## src/rtl/iir_coeff_pkg.sv

```systemverilog
// Shared constants, sizing helpers and FSM state type for the IIR coefficient loader.
package iir_coeff_pkg;

  localparam int ORD_DEF      = 10;
  localparam int COEFF_WH_DEF = 2;
  localparam int COEFF_FR_DEF = 15;

  localparam logic [7:0] HDR_BYTE = 8'hA5;

  // Three biquad coefficients per second-order section.
  function automatic int calc_ncoeff(input int ord);
    return ord / 2 * 3;
  endfunction

  localparam int NCOEFF_DEF  = calc_ncoeff(ORD_DEF);
  localparam int AW_DEF      = $clog2(NCOEFF_DEF);
  localparam int COEFF_W_DEF = COEFF_WH_DEF + COEFF_FR_DEF;

  typedef enum logic [2:0] {
    IDLE    = 3'd0,
    HDR     = 3'd1,
    PAYLOAD = 3'd2,
    CSUM    = 3'd3,
    WRITE   = 3'd4
  } loader_state_e;

endpackage

```

## src/rtl/iir_coeff_buf.sv

```systemverilog
// Staging register file for one complete coefficient set: one write port, one async read port.
module iir_coeff_buf #(
  parameter int N  = 15,
  parameter int W  = 17,
  parameter int AW = 4
) (
  input  logic          clk,
  input  logic          we,
  input  logic [AW-1:0] waddr,
  input  logic [W-1:0]  wdata,
  input  logic [AW-1:0] raddr,
  output logic [W-1:0]  rdata
);

  logic [W-1:0] mem [N];

  always_ff @(posedge clk) begin
    if (we) mem[waddr] <= wdata;
  end

  // The write burst pre-fetches one past the last index; return zero there.
  assign rdata = (int'(raddr) < N) ? mem[raddr] : '0;

endmodule

```

## src/rtl/iir_coeff_loader.sv

```systemverilog
// Receives a framed, checksummed coefficient stream and bursts the verified set into the filter.
module iir_coeff_loader
  import iir_coeff_pkg::*;
#(
  parameter int ORD      = ORD_DEF,
  parameter int COEFF_WH = COEFF_WH_DEF,
  parameter int COEFF_FR = COEFF_FR_DEF,
  parameter int NCOEFF   = calc_ncoeff(ORD),
  parameter int AW       = $clog2(NCOEFF),
  parameter int COEFF_W  = COEFF_WH + COEFF_FR
) (
  input  logic               clk,
  input  logic               rst,
  input  logic               start,
  input  logic               abort,
  input  logic [7:0]         s_data,
  input  logic               s_valid,
  output logic               s_ready,
  output logic               c_we,
  output logic [AW-1:0]      c_addr,
  output logic [COEFF_W-1:0] c_in,
  output logic               busy,
  output logic               done,
  output logic               err,
  output loader_state_e      state
);

  // Stream handshake: a byte moves on a rising edge where s_valid && s_ready;
  // s_ready is registered and high only in HDR, PAYLOAD and CSUM.

  localparam logic [AW-1:0] LAST_IDX = AW'(NCOEFF - 1);

  logic               xfer;
  logic [1:0]         byte_cnt;
  logic [AW-1:0]      idx;
  logic [7:0]         sum;
  logic [7:0]         csum_total;
  logic [15:0]        asm_q;
  logic               buf_we;
  logic [COEFF_W-1:0] buf_wdata;
  logic [AW-1:0]      rd_addr;
  logic [COEFF_W-1:0] rdata;

  assign xfer       = s_valid && s_ready;
  assign csum_total = sum + s_data;
  assign buf_we     = (state == PAYLOAD) && xfer && !abort && (byte_cnt == 2'd2);
  // Little-endian: the third byte is the top of the word; excess high bits drop out.
  assign buf_wdata  = COEFF_W'({s_data, asm_q});
  assign rd_addr    = c_we ? (c_addr + AW'(1)) : '0;

  iir_coeff_buf #(
    .N  (NCOEFF),
    .W  (COEFF_W),
    .AW (AW)
  ) u_buf (
    .clk   (clk),
    .we    (buf_we),
    .waddr (idx),
    .wdata (buf_wdata),
    .raddr (rd_addr),
    .rdata (rdata)
  );

  always_ff @(posedge clk or posedge rst) begin
    if (rst) begin
      state    <= IDLE;
      s_ready  <= 1'b0;
      c_we     <= 1'b0;
      c_addr   <= '0;
      c_in     <= '0;
      busy     <= 1'b0;
      done     <= 1'b0;
      err      <= 1'b0;
      byte_cnt <= '0;
      idx      <= '0;
      sum      <= '0;
      asm_q    <= '0;
    end else begin
      done <= 1'b0;
      err  <= 1'b0;
      case (state)
        IDLE: begin
          if (start) begin
            state    <= HDR;
            s_ready  <= 1'b1;
            busy     <= 1'b1;
            byte_cnt <= '0;
            idx      <= '0;
            sum      <= '0;
          end
        end
        HDR: begin
          if (abort) begin
            state   <= IDLE;
            s_ready <= 1'b0;
            busy    <= 1'b0;
          end else if (xfer && (s_data == HDR_BYTE)) begin
            state <= PAYLOAD;
          end
        end
        PAYLOAD: begin
          if (abort) begin
            state   <= IDLE;
            s_ready <= 1'b0;
            busy    <= 1'b0;
          end else if (xfer) begin
            sum   <= sum + s_data;
            asm_q <= {s_data, asm_q[15:8]};
            if (byte_cnt == 2'd2) begin
              byte_cnt <= '0;
              idx      <= idx + AW'(1);
              if (idx == LAST_IDX) state <= CSUM;
            end else begin
              byte_cnt <= byte_cnt + 2'd1;
            end
          end
        end
        CSUM: begin
          if (abort) begin
            state   <= IDLE;
            s_ready <= 1'b0;
            busy    <= 1'b0;
          end else if (xfer) begin
            s_ready <= 1'b0;
            if (csum_total == 8'd0) begin
              state  <= WRITE;
              c_we   <= 1'b1;
              c_addr <= '0;
              c_in   <= rdata;
            end else begin
              state <= IDLE;
              busy  <= 1'b0;
              err   <= 1'b1;
            end
          end
        end
        WRITE: begin
          if (c_addr == LAST_IDX) begin
            state <= IDLE;
            c_we  <= 1'b0;
            busy  <= 1'b0;
            done  <= 1'b1;
          end else begin
            c_addr <= rd_addr;
            c_in   <= rdata;
          end
        end
        default: begin
          state   <= IDLE;
          s_ready <= 1'b0;
          c_we    <= 1'b0;
          busy    <= 1'b0;
        end
      endcase
    end
  end

endmodule

```

## config.mk

```make
export PLATFORM = sky130hd
export DESIGN_NAME = iir_coeff_loader
export DESIGN_NICKNAME = d
export VERILOG_FILES = /design/src/rtl/iir_coeff_pkg.sv /design/src/rtl/iir_coeff_buf.sv /design/src/rtl/iir_coeff_loader.sv
export SDC_FILE = /design/constraint.sdc
export NUM_CORES = 1
export LEC_CHECK = 0
export ABC_CLOCK_PERIOD_IN_PS = 3700
export BUFFER_PORTS_ARGS = -buffer_cell sky130_fd_sc_hd__buf_2
export CAP_MARGIN = 20
export CORE_ASPECT_RATIO = 1.4
export CORE_MARGIN = 1
export CORE_UTILIZATION = 40
export DETAILED_ROUTE_END_ITERATION = 10
export GPL_TIMING_DRIVEN = 1
export HOLD_SLACK_MARGIN = 0.02
export PLACE_DENSITY_LB_ADDON = 0.15
export SYNTH_ARGS = -nofsm -noshare
export SYNTH_HDL_FRONTEND = slang
export SYNTH_SLANG_ARGS = --single-unit
export TNS_END_PERCENT = 50
```

## constraint.sdc

```tcl
create_clock -name clk -period 3.7 [get_ports clk]
set_input_delay 0.37 -clock clk [delete_from_list [all_inputs] [get_ports clk]]
set_output_delay 0.37 -clock clk [all_outputs]
set_load 0.01 [all_outputs]
```

==> key figures, run 1 <==
Die
  – # IOs: 42
  – Die Ht: approximately 210 um
  – Die W: 154 um
  – # rows: 77
  – Starting Density: roughly 41%
  – Die ar.: between 0.03 and 0.04 mm^2
  – Total core area: between 0.03 and 0.04 mm^2

Finish
  – Final core occ: a little under half
  – Fraction of layout cells with a size suffix above 1: a little under a quarter
  – Fin nets: 926
  – P&R area growth vs syn: 14.6%

Worst setup path
  – Critical Path AT: approximately 3.7 ns
  – Max stage delay on crit path: approximately 0.7 ns
  – Crit-path leading delay family: compound AO/OA/AOI/OAI gates
  – Slowest-stage cell, CP: o31a_2
  – CP required: ~4.1 ns
  – Worst path bufs/invs: 0
  – Crit-path cells: ha_1 -> fa_1 -> a211oi_2 -> o21ai_0 -> a2111oi_4 -> nand4_2 -> o31a_2 -> mux2_4
  – Critical path fanouts, max: 22
  – Kind of critical path: reg -> reg
  – CP Launch Type: flop
  – Crit. End Element: flop

GRT
  – GR peak layer: met2
  – Pin count of the biggest net entering global routing: 61
  – Met2 GRT Util: about a third
  – M1 GR Usage: 25.5%
  – First-pass GRT wire length: slightly below 50,000 um
  – Gr ovfl total: 0
  – GRT Total Usage: between 10% and 20%
  – Initial antenna violation count: 0
  – Vias in the first global route: approximately 8,000
  – GR Layer Usage met3: approximately 2.4%

STA
  – Slew at the pin closest to its max-slew limit: roughly 1 ns
  – Fin crit period: between 3 and 4 ns
  – Rel. slew slack: between 30% and 40%
  – Hold WS: 0.00350 ns
  – Pins Over Slew Limit: 0
  – Final period util: about nine tenths
  – RSZ-0062 raised after global routing: false
  – FMAX: 305 MHz
  – Clock skew: approximately 0.019 ns
  – Fin. Hold Viols: 0
  – Setup_tns: 0 ns
  – Final setup viols: 0

Logic synthesis
  – Synth cell types: 57
  – Post-synth EDFFs: 255
  – Top post-synthesis cells by count: 255 x edfxtp_1, 77 x nand2_1, 59 x dfrtp_1
  – Synth Area per Inst: around 15 um^2
  – Ys flop type: edfxtp_1
  – Top cells by area, synth: edfxtp_1 59%, dfrtp_1 11%, mux4_2 3.8%
  – Synthesized Nets: 862
  – Async S/R FF share, synth: a little under a fifth
  – Syn. warnings: 0
  – Sequential share of the synthesized area: between 70% and 80%
  – Syn Inst Count: 835
  – Most common cell in the synthesized netlist: edfxtp_1
  – Mapped cell area: 0.0129 mm^2
  – Synth top area share: approximately three fifths
  – Yosys reg bits: 314
  – Yosys top cell by area: edfxtp_1

Place
  – GP Congestion: 0.785
  – HPWL Detailed: between 15,000 and 20,000 um
  – I/O Buffers: 41

Clock tree
  – # Post-CTS Setup Buffers: 0
  – Clock insertion delay at the later pin of the skew report: 0.57 ns
  – Sink Count: 314
  – CTS Buf Count: 30
  – Clock buffer depth: 3
  – CTS tree: built
  – Clock root cell: clkbuf_16
  – Htree depth: 1
  – PostCTS Resize Cnt: 0
  – Hold_buf cts: 0
  – Worst-path clk slew: approximately 0.070 ns

Drt
  – 1st-iter DRT viols: between 400 and 500
  – Routed wire length: approximately 32,000 um
  – Vias per cell: between 5 and 6
  – WL/cell: 24.4 um
  – DR DRC count: 0
  – Drt pass-1 iters: 4
  – Vias post-DR: ~7,600
  – Antenna-violating nets left: 0

Pwr
  – Max VDD drop: about 0.00033 V
  – Tot Pwr: ~6.9 mW
  – Cell area power density: about 470 mW/mm^2
  – Leakage dissipation: between 5 and 6 nW

Run status
  – Outcome: complete, no violations

Min path
  – Type of the tightest min-delay check: in -> async

Job
  – Max cap viols: 0
==> cell type report <==
cell class	count	area, um^2
inverters	11	42.5
clock buffers	41	853
fillers	2753	16900
multi-input cells	457	3610
clock inverters	15	129
flip-flops and latches	314	9130
repair buffers	85	561
diodes	1	2.50
well taps	395	494
==> cell families (layout without fill, tap and decap cells) <==
| group | Yosys count | count (layout) | share of synthesized area (%) |
|---|---|---|---|
| simple gates | 193 | 193 | 7.05 |
| buf+inv | 64 | 152 | 2.02 |
| compound gates | 168 | 168 | 9.56 |
| fa+ha+maj | 14 | 14 | 1.41 |
| flops | 314 | 314 | 70.6 |
| xor+xnor | 6 | 6 | 0.406 |
| mux | 76 | 76 | 8.94 |
| other cells | 0 | 1 | 0 |
==> layer usage <==
layer  wire, um  vias to the layer above
met5          0                        -
met3       1300                       54
li1           -                     3425
met4        704                        0
met2      16700                      175
met1      13500                     3931
==> metrics by stage <==
step,area (um^2),std cells,worst slack (ns)
floorplan,12900,835,0.573
global placement,13800,1262,0.315
detailed placement,13800,1262,0.291
CTS,14800,1318,0.409
global route,14800,1318,0.310
finish,14800,1319,0.417
==> registers in the layout, summed over array words and instances, names as in the netlist <==
| name | count |
|---|---|
| u_buf.mem | 255 |
| busy | 1 |
| c_addr | 4 |
| state | 3 |
| sum | 8 |
| s_ready | 1 |
| byte_cnt | 2 |
| err | 1 |
| c_in | 17 |
| asm_q | 16 |
| idx | 4 |
| done | 1 |
| c_we | 1 |
==> placed cells by master, fill, tap and decap left out, types with 19 or more instances in the layout <==
cell type and count:
mux4_2 22, clkbuf_16 31, buf_2 41, mux2_4 19, nand2_1 77, o21ai_0 20, dfrtp_1 59, mux2_2 20
nor2_1 36, buf_4 42, nand3_1 21, a221oi_1 27, edfxtp_1 255, a21oi_1 20, a31oi_1 31
==> final timing paths <==
path	endpoint	slack, ns	start	cells past startpoint
setup reg to reg	c_in[4]	0.42	sum[0]	8
hold / removal	c_in[8]	0.003	rst	2
min in group clk	asm_q[11]	0.08	s_data[3]	2
setup / recovery	c_in[4]	0.42	sum[0]	8
max in group asynchronous	sum[2]	2.94	rst	3
hold reg to reg	sum[6]	0.49	sum[6]	1
==> power by group <==
group / internal (mW) / total [mW] / switching, mW
Sequential: 3.78 / 3.78 / 0.000595
Combinational: 0.0163 / 0.0570 / 0.0407
Clock: 1.75 / 3.07 / 1.32
No activity file was read; power rests on OpenSTA's default activity.
==> run 2: changes to the inputs <==
--- a/config.mk
+++ b/config.mk
@@ -15,6 +15,7 @@
 export GPL_TIMING_DRIVEN = 1
 export HOLD_SLACK_MARGIN = 0.02
 export PLACE_DENSITY_LB_ADDON = 0.15
+export RECOVER_POWER = 100
 export SYNTH_ARGS = -nofsm -noshare
 export SYNTH_HDL_FRONTEND = slang
 export SYNTH_SLANG_ARGS = --single-unit
==> key figures, run 2 (synthesized netlist as in run 1, its figures left out) <==
Finish
  – Fraction of layout cells with a size suffix above 1: 15.2% (was 23.5%)
  – Fin nets: 926 (unchanged)
  – Leading cell type in the layout, fill and taps excluded: edfxtp_1 (unchanged)
  – N_diodes: 0 (was 1)
  – Design area: 0.0146 mm^2 (was 0.0148 mm^2)
  – Max reg flops: 255 (unchanged)
  – Fill cells: 2,813 (was 2,753)
  – P&R area growth vs syn: 12.8% (was 14.6%)
  – Commonest cells after routing, fill and taps aside: 255 x edfxtp_1, 77 x nand2_1, 59 x dfrtp_1, 54 x clkbuf_1, 37 x nor2_1 (was 255 x edfxtp_1, 77 x nand2_1, 59 x dfrtp_1, 42 x buf_4, 41 x buf_2)
  – Most flops, register: u_buf.mem (unchanged)
  – Non-filler cells in the finished layout: 1,318 (was 1,319)
  – Largest registers: u_buf.mem x255, c_in x17, asm_q x16 (unchanged)

Clock tree
  – PostCTS Resize Cnt: 0 (unchanged)
  – Clock insertion delay at the later pin of the skew report: 0.57 ns (about the same)
  – Hold_buf cts: 0 (unchanged)
  – # Post-CTS Setup Buffers: 0 (unchanged)
  – Clock buffer depth: 3 (unchanged)
  – CTS tree: built (unchanged)
  – CTS Buf Count: 30 (unchanged)
  – Clock root cell: clkbuf_16 (unchanged)
  – Htree depth: 1 (unchanged)
  – Sink Count: 314 (unchanged)
  – Worst-path clk slew: 0.06 ns (was 0.07 ns)

Die
  – Die ar.: 0.0331 mm^2 (unchanged)
  – Die Ht: 215 um (unchanged)
  – Die W: 154 um (unchanged)
  – Starting Density: 40.8% (unchanged)
  – # IOs: 42 (unchanged)
  – # rows: 77 (unchanged)
  – Total core area: 0.0317 mm^2 (unchanged)

Drt
  – WL/cell: 24.6 um (was 24.4 um)
  – Antenna-violating nets left: 0 (unchanged)
  – Vias per cell: 5.74 (was 5.75)
  – 1st-iter DRT viols: 493 (was 447)
  – Vias post-DR: 7,569 (was 7,585)
  – DR DRC count: 0 (unchanged)
  – Routed wire length: 32,400 um (was 32,200 um)
  – Drt pass-1 iters: 5 (was 4)

Place
  – HPWL Detailed: 19,400 um (unchanged)
  – Placed instance count: 1,262 (unchanged)
  – Placed instance area: 0.0138 mm^2 (unchanged)
  – Place WS: 0.291 ns (unchanged)
  – GP Congestion: 0.785 (unchanged)
  – I/O Buffers: 41 (unchanged)

STA
  – Clock skew: 0.0199 ns (was 0.0191 ns)
  – Hold WS: 0.0824 ns (was 0.00350 ns)
  – Fin crit period: 3.32 ns (was 3.28 ns)
  – Fin. Hold Viols: 0 (unchanged)
  – Final period util: 89.8% (was 88.7%)
  – Pins Over Slew Limit: 138 (was 0)
  – FMAX: 301 MHz (was 305 MHz)
  – Rel. slew slack: -69.4% (was 33.4%)
  – Setup_tns: 0 ns (unchanged)
  – RSZ-0062 raised after global routing: false (unchanged)
  – Final WS setup: 0.379 ns (was 0.417 ns)
  – Final setup viols: 0 (unchanged)
  – Slew at the pin closest to its max-slew limit: 2.53 ns (was 1.00 ns)

Worst setup path
  – CP Launch Type: flop (unchanged)
  – Kind of critical path: reg -> reg (unchanged)
  – Max stage delay on crit path: 0.67 ns (was 0.70 ns)
  – CP required: 4.14 ns (about the same)
  – Critical Path AT: 3.76 ns (was 3.73 ns)
  – Slowest-stage cell, CP: o31a_2 (unchanged)
  – Crit. End Element: flop (unchanged)
  – Critical path fanouts, max: 22 (unchanged)
  – Worst R2R Path Depth: 8 (unchanged)
  – Crit-path cells: ha_1 -> fa_1 -> a211oi_1 -> o21ai_0 -> a2111oi_4 -> nand4_1 -> o31a_2 -> mux2_1 (was ha_1 -> fa_1 -> a211oi_2 -> o21ai_0 -> a2111oi_4 -> nand4_2 -> o31a_2 -> mux2_4)

GRT
  – First-pass GRT wire length: 48,800 um (unchanged)
  – Initial antenna violation count: 0 (unchanged)
  – Pin count of the biggest net entering global routing: 61 (unchanged)
  – Gr ovfl total: 0 (unchanged)
  – Vias in the first global route: 7,779 (unchanged)
  – GRT Total Usage: 19.9% (unchanged)

Pwr
  – Max VDD drop: 0.000340 V (was 0.000334 V)
  – Leakage dissipation: 5.77 nW (was 5.97 nW)
  – Cell area power density: 473 mW/mm^2 (was 466 mW/mm^2)

Run status
  – Failing checks: capacitance limit, slew limit
  – Outcome: finished, violations left (was complete, no violations)

Job
  – Max cap viols: 6 (was 0)

Min path
  – Type of the tightest min-delay check: in -> reg (was in -> async)
  – Hold path cells: 2
[run 2: cell count changes in the layout (fill, tap and decap cells not counted), sizes merged]
| cell | delta |
|---|---|
| buf | -51 |
| clkbuf | +51 |
| clkinv | -1 |
| clkinvlp | +1 |
| diode | -1 |
[run 2: layout make-up]
class                           instances  area, um^2  share of cell area [%]
Sequential cell                       314        9130                    62.6
Timing Repair Buffer                   85         443                    3.04
Clock buffer                           41         853                    5.85
Tap cell                              395         494                    3.39
Clock inverter                         15         129                   0.883
Multi-Input combinational cell        457        3490                    23.9
Inverter                               11        42.5                   0.292
[run 2: per-layer routing]
metal	global-route usage, %	vias to the layer above	share of wire, %	wire length [um]
met2	35.3	170	52	16700
met4	5.73	0	2.1	695
met1	25.5	3920	42	13700
met3	2.38	52	3.9	1250
li1	-	3427	-	-
met5	0	-	0	0
[run 2: per-stage QoR]
step / total power, mW / utilization [%]
global placement: 3.91 / 43.7
floorplan: 3.88 / -
detailed placement: 3.91 / 43.7
CTS: 6.97 / 46.8
finish: 6.90 / 46.0
global route: 7.10 / 46.0
[run 2: worst paths after layout]
kind / from / to / slack, ns
worst max register to register: sum[0] / c_in[16] / 0.38
min in group asynchronous: rst / asm_q[8] / 0.49
worst max-delay path: sum[0] / c_in[16] / 0.38
max in group asynchronous: rst / sum[2] / 1.66
worst min-delay path: s_data[3] / asm_q[11] / 0.08
worst min register to register: sum[6] / sum[6] / 0.49
[run 2: power breakdown]
group	switching [mW]	total (mW)	internal [mW]
logic	0.0402	0.0551	0.0150
clock network	1.32	3.07	1.75
registers	0.000604	3.78	3.78
total	1.36	6.90	5.54
[run 2: critical path: cells and delay by family, from the launching register on]
family / cells / cell delay, ns
DFF: 1 / 0.38
adders and majority gates: 2 / 0.62
and+or+nand+nor: 1 / 0.21
AOI/OAI and AO/OA: 4 / 1.54
muxes: 1 / 0.42
==> run 3: changes to the inputs <==
--- a/config.mk
+++ b/config.mk
@@ -8,6 +8,8 @@
 export ABC_CLOCK_PERIOD_IN_PS = 3700
 export BUFFER_PORTS_ARGS = -buffer_cell sky130_fd_sc_hd__buf_2
 export CAP_MARGIN = 20
+export CELL_PAD_IN_SITES_DETAIL_PLACEMENT = 0
+export CELL_PAD_IN_SITES_GLOBAL_PLACEMENT = 1
 export CORE_ASPECT_RATIO = 1.4
 export CORE_MARGIN = 1
 export CORE_UTILIZATION = 40
==> key figures, run 3 (synthesized netlist as in run 1, its figures left out) <==
Clock tree
  – Clock buffer depth: 3 (unchanged)
  – CTS Buf Count: 31 (was 30)
  – Worst-path clk slew: 0.07 ns (was 0.06 ns)
  – Sink Count: 314 (unchanged)
  – Clock insertion delay at the later pin of the skew report: 0.57 ns (about the same)
  – PostCTS Resize Cnt: 0 (unchanged)
  – Hold_buf cts: 0 (unchanged)
  – CTS tree: built (unchanged)
  – Htree depth: 1 (unchanged)
  – # Post-CTS Setup Buffers: 0 (unchanged)
  – Clock root cell: clkbuf_16 (unchanged)

Place
  – GP Congestion: 0.890 (was 0.785)
  – Placed instance count: 1,265 (was 1,262)
  – HPWL Detailed: 20,900 um (was 19,400 um)
  – I/O Buffers: 41 (unchanged)

STA
  – Final period util: 90.8% (was 89.8%)
  – Pins Over Slew Limit: 38 (was 138)
  – Setup_tns: 0 ns (unchanged)
  – Slew at the pin closest to its max-slew limit: 1.62 ns (was 2.53 ns)
  – Fin. Hold Viols: 0 (unchanged)
  – Fin crit period: 3.36 ns (was 3.32 ns)
  – Clock skew: 0.00982 ns (was 0.0199 ns)
  – Rel. slew slack: -8.23% (was -69.4%)
  – Final setup viols: 0 (unchanged)
  – FMAX: 298 MHz (was 301 MHz)
  – RSZ-0062 raised after global routing: false (unchanged)

Worst setup path
  – FF-to-FF End: c_addr[2] (was c_in[16])
  – CP Capture Point: c_addr[2] (was c_in[16])
  – Critical Path AT: 3.80 ns (was 3.76 ns)
  – Crit. End Element: flop (unchanged)
  – Critical path fanouts, max: 22 (unchanged)
  – Critical R2R Launch: sum[0] (unchanged)
  – R2R Setup Slk: 0.34 ns (was 0.38 ns)
  – Worst R2R Path Depth: 8 (unchanged)
  – CP required: 4.14 ns (about the same)
  – CP Launch Type: flop (unchanged)
  – Critical path origin: sum[0] (unchanged)
  – Kind of critical path: reg -> reg (unchanged)

Min path
  – Hold path cells: 2 (unchanged)
  – Type of the tightest min-delay check: in -> reg (unchanged)

GRT
  – Vias in the first global route: 7,996 (was 7,779)
  – Gr ovfl total: 0 (unchanged)
  – First-pass GRT wire length: 49,600 um (was 48,800 um)
  – GRT Total Usage: 20.6% (was 19.9%)
  – Pin count of the biggest net entering global routing: 39 (was 61)
  – Initial antenna violation count: 0 (unchanged)

Die
  – # IOs: 42 (unchanged)
  – # rows: 77 (unchanged)
  – Die ar.: 0.0331 mm^2 (unchanged)
  – Die W: 154 um (unchanged)
  – Total core area: 0.0317 mm^2 (unchanged)
  – Die Ht: 215 um (unchanged)
  – Starting Density: 40.8% (unchanged)

Drt
  – Vias per cell: 5.77 (was 5.74)
  – Routed wire length: 33,400 um (was 32,400 um)
  – Vias post-DR: 7,630 (was 7,569)
  – WL/cell: 25.2 um (was 24.6 um)
  – 1st-iter DRT viols: 617 (was 493)
  – Antenna-violating nets left: 0 (unchanged)
  – Drt pass-1 iters: 4 (was 5)
  – DR DRC count: 0 (unchanged)

Run status
  – Outcome: finished, violations left (unchanged)
  – Failing checks: capacitance limit, slew limit (unchanged)

Pwr
  – Max VDD drop: 0.000336 V (was 0.000340 V)
  – Cell area power density: 481 mW/mm^2 (was 473 mW/mm^2)
  – Leakage dissipation: 5.83 nW (was 5.77 nW)

Finish
  – Fill cells: 2,817 (was 2,813)
  – Commonest cells after routing, fill and taps aside: 255 x edfxtp_1, 77 x nand2_1, 59 x dfrtp_1, 50 x clkbuf_1, 36 x nor2_1 (was 255 x edfxtp_1, 77 x nand2_1, 59 x dfrtp_1, 54 x clkbuf_1, 37 x nor2_1)
  – Fin nets: 930 (was 926)
  – Largest registers: u_buf.mem x255, c_in x17, asm_q x16 (unchanged)
  – Leading cell type in the layout, fill and taps excluded: edfxtp_1 (unchanged)
  – Non-filler cells in the finished layout: 1,323 (was 1,318)
  – P&R area growth vs syn: 13.6% (was 12.8%)
  – Max reg flops: 255 (unchanged)
  – Most flops, register: u_buf.mem (unchanged)
  – Fraction of layout cells with a size suffix above 1: 16.4% (was 15.2%)

Job
  – Max cap viols: 1 (was 6)
[run 3: per-layer routing]
| layer | share of wire (%) | GRT usage, % |
|---|---|---|
| met5 | 0 | 0 |
| met2 | 51 | 36.4 |
| met1 | 41 | 25.7 |
| met4 | 3.4 | 8.00 |
| met3 | 4.5 | 2.50 |
[run 3: worst min-delay path by stage]
stage | startpoint | endpoint | slack, ns
after floorplan | sum[6] | sum[6] | 0.45
after global placement | sum[0] | sum[0] | 0.47
after detailed placement | busy | busy | 0.48
after CTS | rst | idx[0] | 0.03
after global routing | s_data[3] | asm_q[11] | 0.07
final | s_data[3] | asm_q[11] | 0.08
[run 3: final cells by class]
cell class              count  area (um^2)  area share (%)
inverters                  11         41.3           0.281
clock inverters            18          199            1.35
diodes                      1         2.50          0.0170
well taps                 395          494            3.36
repair buffers             88          465            3.17
multi-input cells         457         3490            23.7
flip-flops and latches    314         9130            62.2
clock buffers              39          866            5.89
[run 3: worst max-delay path: stages (launching register included)]
cell and delay (ns):
dfrtp_1 0.38, ha_1 0.21, fa_1 0.41, a211oi_1 0.29
o21ai_0 0.25, a2111oi_4 0.38, nand4_1 0.22, o31a_2 0.66
mux2_1 0.42
[run 3: report_power, final]
part	total (mW)	leakage, nW	internal [mW]	switching, mW
sequential	3.78	3.74	3.78	0.000293
clock	3.24	0.533	1.93	1.31
combinational	0.0552	1.56	0.0149	0.0403
[run 3: metrics by stage]
stage / power (mW) / area, um^2 / util, % / hold slack (ns) / setup WS [ns]
6_report: 7.07 / 14700 / 46.3 / 0.0841 / 0.340
5_1_grt: 7.27 / 14700 / 46.3 / 0.0748 / 0.195
4_1_cts: 7.13 / 14900 / 47.1 / 0.0295 / 0.399
3_5_place_dp: 3.91 / 13900 / 43.7 / 0.480 / 0.237
3_3_place_gp: 3.91 / 13900 / 43.7 / 0.468 / 0.242
2_1_floorplan: 3.88 / 12900 / - / 0.453 / 0.573
